[src/rtl/mul_pkg.sv]
// Shared constants and encodings for the iterative RV32M multiply unit.
// Imported by the shift-add datapath and the RF-facing controller.
package mul_pkg;

  localparam int XLEN = 32;
  localparam int REGW = 5;
  localparam int ITER = XLEN;
  localparam int CNTW = 6;

  typedef enum logic [1:0] {
    OP_MUL    = 2'b00,
    OP_MULH   = 2'b01,
    OP_MULHSU = 2'b10,
    OP_MULHU  = 2'b11
  } mul_op_e;

  typedef enum logic [1:0] {
    IDLE = 2'b00,
    READ = 2'b01,
    CALC = 2'b10,
    WB   = 2'b11
  } state_e;

  // Two's-complement magnitude; 0x80000000 maps onto itself, which is the
  // correct unsigned magnitude.
  function automatic logic [XLEN-1:0] abs_val(input logic [XLEN-1:0] v,
                                              input logic            neg);
    return neg ? (~v + XLEN'(1)) : v;
  endfunction

endpackage

[src/rtl/mul_shift_add.sv]
// Radix-2 shift-add multiplier core: unsigned 32x32 -> 64 in ITER steps.
// The product is {acc, multiplier}; the multiplier register fills with result bits.
module mul_shift_add
  import mul_pkg::*;
(
  input  logic              clk,
  input  logic              rst,
  input  logic              load_i,
  input  logic              step_i,
  input  logic [XLEN-1:0]   mcand_i,
  input  logic [XLEN-1:0]   mplier_i,
  output logic              last_o,
  output logic [2*XLEN-1:0] product_o
);

  logic [XLEN-1:0] mcand_q;
  logic [XLEN-1:0] acc_q;
  logic [XLEN-1:0] mpl_q;
  logic [CNTW-1:0] cnt_q;
  logic [XLEN:0]   sum_d;

  // Carry is kept in bit XLEN and shifted back into the accumulator.
  always_comb begin
    sum_d = {1'b0, acc_q} + (mpl_q[0] ? {1'b0, mcand_q} : '0);
  end

  // NOTE: sequential state uses non-blocking assignments so every register
  // samples the pre-edge values of its neighbours.
  always_ff @(posedge clk) begin
    if (rst) begin
      mcand_q <= '0;
      acc_q   <= '0;
      mpl_q   <= '0;
      cnt_q   <= '0;
    end else if (load_i) begin
      mcand_q <= mcand_i;
      acc_q   <= '0;
      mpl_q   <= mplier_i;
      cnt_q   <= '0;
    end else if (step_i) begin
      acc_q   <= sum_d[XLEN:1];
      mpl_q   <= {sum_d[0], mpl_q[XLEN-1:1]};
      cnt_q   <= cnt_q + CNTW'(1);
    end
  end

  assign last_o    = (cnt_q == CNTW'(ITER - 1));
  assign product_o = {acc_q, mpl_q};

endmodule

[src/rtl/mul_rf_seq.sv]
// RV32M multiply unit acting as register-file initiator: read operands,
// run the shift-add core, then write the selected product half back.
module mul_rf_seq
  import mul_pkg::*;
(
  input  logic            clk,
  input  logic            rst,
  input  logic            start,
  input  logic [1:0]      op,
  input  logic [REGW-1:0] rs1_idx,
  input  logic [REGW-1:0] rs2_idx,
  input  logic [REGW-1:0] rd_idx,
  output logic [REGW-1:0] rf_rs1,
  output logic [REGW-1:0] rf_rs2,
  input  logic [XLEN-1:0] rf_rv1,
  input  logic [XLEN-1:0] rf_rv2,
  output logic [REGW-1:0] rf_rd,
  output logic            rf_we,
  output logic [XLEN-1:0] rf_wdata,
  output logic            busy,
  output logic            done
);

  state_e          state_q;
  mul_op_e         op_q;
  logic [REGW-1:0] rs1_q, rs2_q, rd_q;
  logic            neg_q;
  logic            busy_q, done_q, we_q;
  logic [XLEN-1:0] wdata_q;

  logic              a_neg, b_neg;
  logic [XLEN-1:0]   a_mag, b_mag;
  logic              last;
  logic [2*XLEN-1:0] product;
  logic [2*XLEN-1:0] prod_fix;
  logic [XLEN-1:0]   wdata_d;

  // NOTE: every always_comb output is assigned on all paths, so no latch forms.
  always_comb begin
    a_neg    = rf_rv1[XLEN-1] & ((op_q == OP_MULH) | (op_q == OP_MULHSU));
    b_neg    = rf_rv2[XLEN-1] & (op_q == OP_MULH);
    a_mag    = abs_val(rf_rv1, a_neg);
    b_mag    = abs_val(rf_rv2, b_neg);
    prod_fix = neg_q ? (~product + (2*XLEN)'(1)) : product;
    wdata_d  = (op_q == OP_MUL) ? prod_fix[XLEN-1:0] : prod_fix[2*XLEN-1:XLEN];
  end

  mul_shift_add u_core (
    .clk       (clk),
    .rst       (rst),
    .load_i    (state_q == READ),
    .step_i    (state_q == CALC),
    .mcand_i   (a_mag),
    .mplier_i  (b_mag),
    .last_o    (last),
    .product_o (product)
  );

  // NOTE: every register, including the latched operands, is cleared on reset
  // so an aborted operation leaves nothing behind.
  always_ff @(posedge clk) begin
    if (rst) begin
      state_q <= IDLE;
      op_q    <= OP_MUL;
      rs1_q   <= '0;
      rs2_q   <= '0;
      rd_q    <= '0;
      neg_q   <= 1'b0;
      busy_q  <= 1'b0;
      done_q  <= 1'b0;
      we_q    <= 1'b0;
      wdata_q <= '0;
    end else begin
      unique case (state_q)
        IDLE: begin
          if (start) begin
            op_q    <= mul_op_e'(op);
            rs1_q   <= rs1_idx;
            rs2_q   <= rs2_idx;
            rd_q    <= rd_idx;
            busy_q  <= 1'b1;
            state_q <= READ;
          end
        end
        READ: begin
          neg_q   <= a_neg ^ b_neg;
          state_q <= CALC;
        end
        CALC: begin
          if (last) begin
            done_q  <= 1'b1;
            we_q    <= (rd_q != '0);
            state_q <= WB;
          end
        end
        WB: begin
          wdata_q <= wdata_d;
          done_q  <= 1'b0;
          we_q    <= 1'b0;
          busy_q  <= 1'b0;
          state_q <= IDLE;
        end
        default: state_q <= IDLE;
      endcase
    end
  end

  // During WB the freshly finished product is presented; afterwards it is held.
  assign rf_wdata = (state_q == WB) ? wdata_d : wdata_q;
  assign rf_rs1   = rs1_q;
  assign rf_rs2   = rs2_q;
  assign rf_rd    = rd_q;
  assign rf_we    = we_q;
  assign busy     = busy_q;
  assign done     = done_q;

endmodule

[config.mk]
export PLATFORM = sky130hd
export DESIGN_NAME = mul_rf_seq
export DESIGN_NICKNAME = d
export VERILOG_FILES = /design/src/rtl/mul_pkg.sv /design/src/rtl/mul_shift_add.sv /design/src/rtl/mul_rf_seq.sv
export SDC_FILE = /design/constraint.sdc
export NUM_CORES = 1
export LEC_CHECK = 0
export CORE_MARGIN = 4
export CORE_UTILIZATION = 35
export CTS_CLUSTER_DIAMETER = 40
export DETAILED_ROUTE_END_ITERATION = 7
export PLACE_DENSITY_LB_ADDON = 0.25
export SLEW_MARGIN = 20
export SYNTH_ARGS = -nofsm -noshare
export SYNTH_HDL_FRONTEND = slang
export SYNTH_SLANG_ARGS = --single-unit
export TNS_END_PERCENT = 1
[constraint.sdc]
create_clock -name clk -period 3.9 [get_ports clk]
set_input_delay 1.17 -clock clk [delete_from_list [all_inputs] [get_ports clk]]
set_output_delay 1.17 -clock clk [all_outputs]
set_load 0.01 [all_outputs]
==> impl_metrics.yaml <==
outcome:
  status: "finished, violations left"
  failed_checks: "setup timing"
routing:
  wl_mm: 40.4
  vias: 12400
  drt-met1-wl_mm: 19.3
  first_iter_violations: 821
  drc_errors: 0
  met2_wirelength_mm: 17.9
  wl_met3_mm: 2.20
  first_pass_iters: 5
  antenna_left: 0
  wl_per_cell_um: 18.0
  highest_layer: "met4"
  via_per_inst: 5.51
sta:
  tightest_slew_ns: 0.724
  finalCriticalPeriod_ns: 4.27
  fin_worst_skew_ns: 0.0117
  fmax_mhz: 234
  finalHoldViolations: 0
  post-route-period-util_pct: 110
  slew_viol_final: 0
  slew_headroom_pct: 51.7
  rsz0062_at_grt: "true"
  tns_ns: -6.85
  worst_slack_ns: -0.372
  setup_viol: 32
synth:
  synthArstFlopShare_pct: 0
  syn-cell-area_um2: 11600
  synth_compound_area_share_pct: 23.5
  ys_warn_count: 0
  synth_edf_count: 0
  syn_nets: 1665
  post_synth.cell_area_avg_um2: 7.53
  yosysUniqueCellTypes: 86
  yosys.area.top_type_share_pct: 27.2
  syn-instance-count: 1538
  synth_area_leaders: "dfxtp_1 27%, nor2_1 5.8%, nand2_1 5.3%"
  synth-simple-area-share_pct: 28.3
  yosysTopAreaCell: "dfxtp_1"
  synth-main-ff-cell: "dfxtp_1"
  synthMuxAreaShare_pct: 4.78
  synth_seq_cells: 157
  yosysSeqAreaShare_pct: 27.2
  synth_top_family_by_area: "simple AND/OR/NAND/NOR gates"
  synthAdderAreaFrac_pct: 4.71
  synth-xor-area-share_pct: 7.72
critical_path:
  worstSetupPathType: "reg2out"
  cp-start-kind: "flop"
  cpPeakStageDelay_ns: 0.57
  path_cells: "or4_4 -> buf_4 -> nor4_2 -> buf_4 -> nand3_4 -> or4_4 -> a31oi_4 -> nand2_2 -> dlygate4sd2_1"
  crit_slowest_cell: "or4_4"
  required_ns: 2.73
  worstSetupEndpointType: "output port"
  cp_max_fo: 8
  crit_arrival_ns: 3.10
cts:
  cts_tree: "built"
  cts_max_path_buffers: 2
  clock_latency_ns: 0.44
  cts_inserted_buffers: 17
  clk_pin_slew_ns: 0.06
  cts_root_buffer: "clkbuf_16"
  cts.sinks: 157
  htreeDepth: 4
floorplan:
  rows: 66
  dieArea_um2: 36000
  start_util_pct: 35.5
  core-area_um2: 32600
  die_y_um: 190
  ioPinCount: 134
  die-width_um: 190
job:
  maxCapViolations: 0
power_and_ir_drop:
  leakage_nw: 6.35
  ir_drop_v: 0.000579
  power_density_nw_per_um2: 752
  power_mw: 11.7
cells_and_area:
  fin_nets: 1920
  area_growth_pct: 34.3
  num_antenna_cells: 0
  final_common_cell: "buf_4"
  final_cell_mix: "185 x buf_4, 170 x nor2_1, 159 x nand2_1"
  drive_above_1_share_pct: 19.5
placement:
  globalplace.congestion: 0.948
  io_buffers: 133
  place_hpwl_mm: 31.2
global_route:
  grt_pass1_vias: 11600
  grt_max_degree: 63
  gr-total-overflow: 0
  grt_pass1_wl_mm: 63.2
  grtUsageTotal_pct: 21.7
  antenna_found_initial: 0
min_path:
  hold_class: "reg2reg"
==> report_power, final <==
group | switching, mW | internal, mW
clock network | 0.723 | 0.949
registers | 0.194 | 1.93
logic | 4.22 | 3.68
==> per-stage QoR <==
step	hold WS [ns]	setup slack (ns)	utilization, %	instance area [um2]	cells
3_5_place_dp	0.434	-0.399	44.5	14500	2204
5_1_grt	0.475	-0.444	47.7	15600	2247
3_3_place_gp	0.429	-0.374	44.5	14500	2204
2_1_floorplan	0.417	0.181	-	11600	1538
6_report	0.443	-0.372	47.7	15600	2247
4_1_cts	0.450	-0.435	47.2	15400	2243
==> area by class of cell <==
type                       instances  area, um2
multi-input combinational       1262       8390
tap                              442        553
sequential                       157       3150
fill                            3239      17100
timing repair buffer             327       2790
clock buffer                      20        437
clock inverter                    11        135
inverter                          28        105
==> layer usage <==
| metal | vias up | global-route usage, % |
|---|---|---|
| li1 | 6104 | - |
| met1 | 5852 | 30.8 |
| met2 | 361 | 33.8 |
| met3 | 64 | 3.54 |
| met4 | 0 | 6.57 |
| met5 | - | 0 |
==> cells by family after synthesis <==
group | after synthesis
buffers and inverters | 119
xor gates and xnor gates | 102
muxes | 54
adders and majority gates | 43
and+or+nand+nor | 647
DFF | 157
AOI/OAI and AO/OA | 416
==> synthesized netlist by cell type, drive strengths merged, types with 5 or more instances <==
cell	count
mux2	7
o41ai	9
nand2	162
xor2	65
mux2i	47
xnor2	37
or4	22
nor3	54
nand4	16
nor4	27
a211o	10
clkbuf	73
or3	23
nor3b	6
o21ai	90
o21a	7
o211ai	9
o22ai	10
o31ai	25
dfxtp	157
nand3b	5
a211oi	30
or2	5
nor2	178
inv	26
a221oi	7
ha	42
nand2b	18
nand3	33
buf	18
a31oi	28
and3	12
a21oi	112
a311oi	7
a21o	18
a31o	5
and2	57
nor2b	22
==> path summary, 6_finish.rpt <==
| check | startpoint | endpoint | slack (ns) | cells after the start |
|---|---|---|---|---|
| max | u_core.mpl_q[14]$_SDFFE_PP0P_ | rf_wdata[13] | -0.37 | 9 |
| min reg2reg | u_core.mcand_q[22]$_SDFFE_PP0P_ | u_core.mcand_q[22]$_SDFFE_PP0P_ | 0.44 | 2 |
| min | u_core.mcand_q[22]$_SDFFE_PP0P_ | u_core.mcand_q[22]$_SDFFE_PP0P_ | 0.44 | 2 |
| max reg2reg | u_core.mpl_q[0]$_SDFFE_PP0P_ | u_core.acc_q[20]$_SDFFE_PP0P_ | 0.52 | 11 |
==> flip-flops by register name (all words and copies together) (netlist names) <==
name            flops
u_core.mpl_q       32
u_core.cnt_q        6
op_q                2
rf_rs2              5
u_core.acc_q       32
rf_we               1
neg_q               1
rf_rs1              5
u_core.mcand_q     32
state_q             2
done                1
rf_rd               5
busy                1
wdata_q            32
==> worst max-delay path, delay by kind of cell (launching register included) <==
kind | cells | cell delay [ns]
AO/OA/AOI/OAI | 1 | 0.20
buffers and inverters | 3 | 0.65
flip-flops | 1 | 0.32
AND/OR/NAND/NOR | 5 | 1.50
==> timing repair <==
item	4_1_cts	5_1_grt
gates cloned	0	0
gates resized for setup	158	32
setup buffers	8	4
setup endpoints to repair	32	32
pin swaps	39	17
hold buffers	0	0
Power figures use the tool's default switching activity.
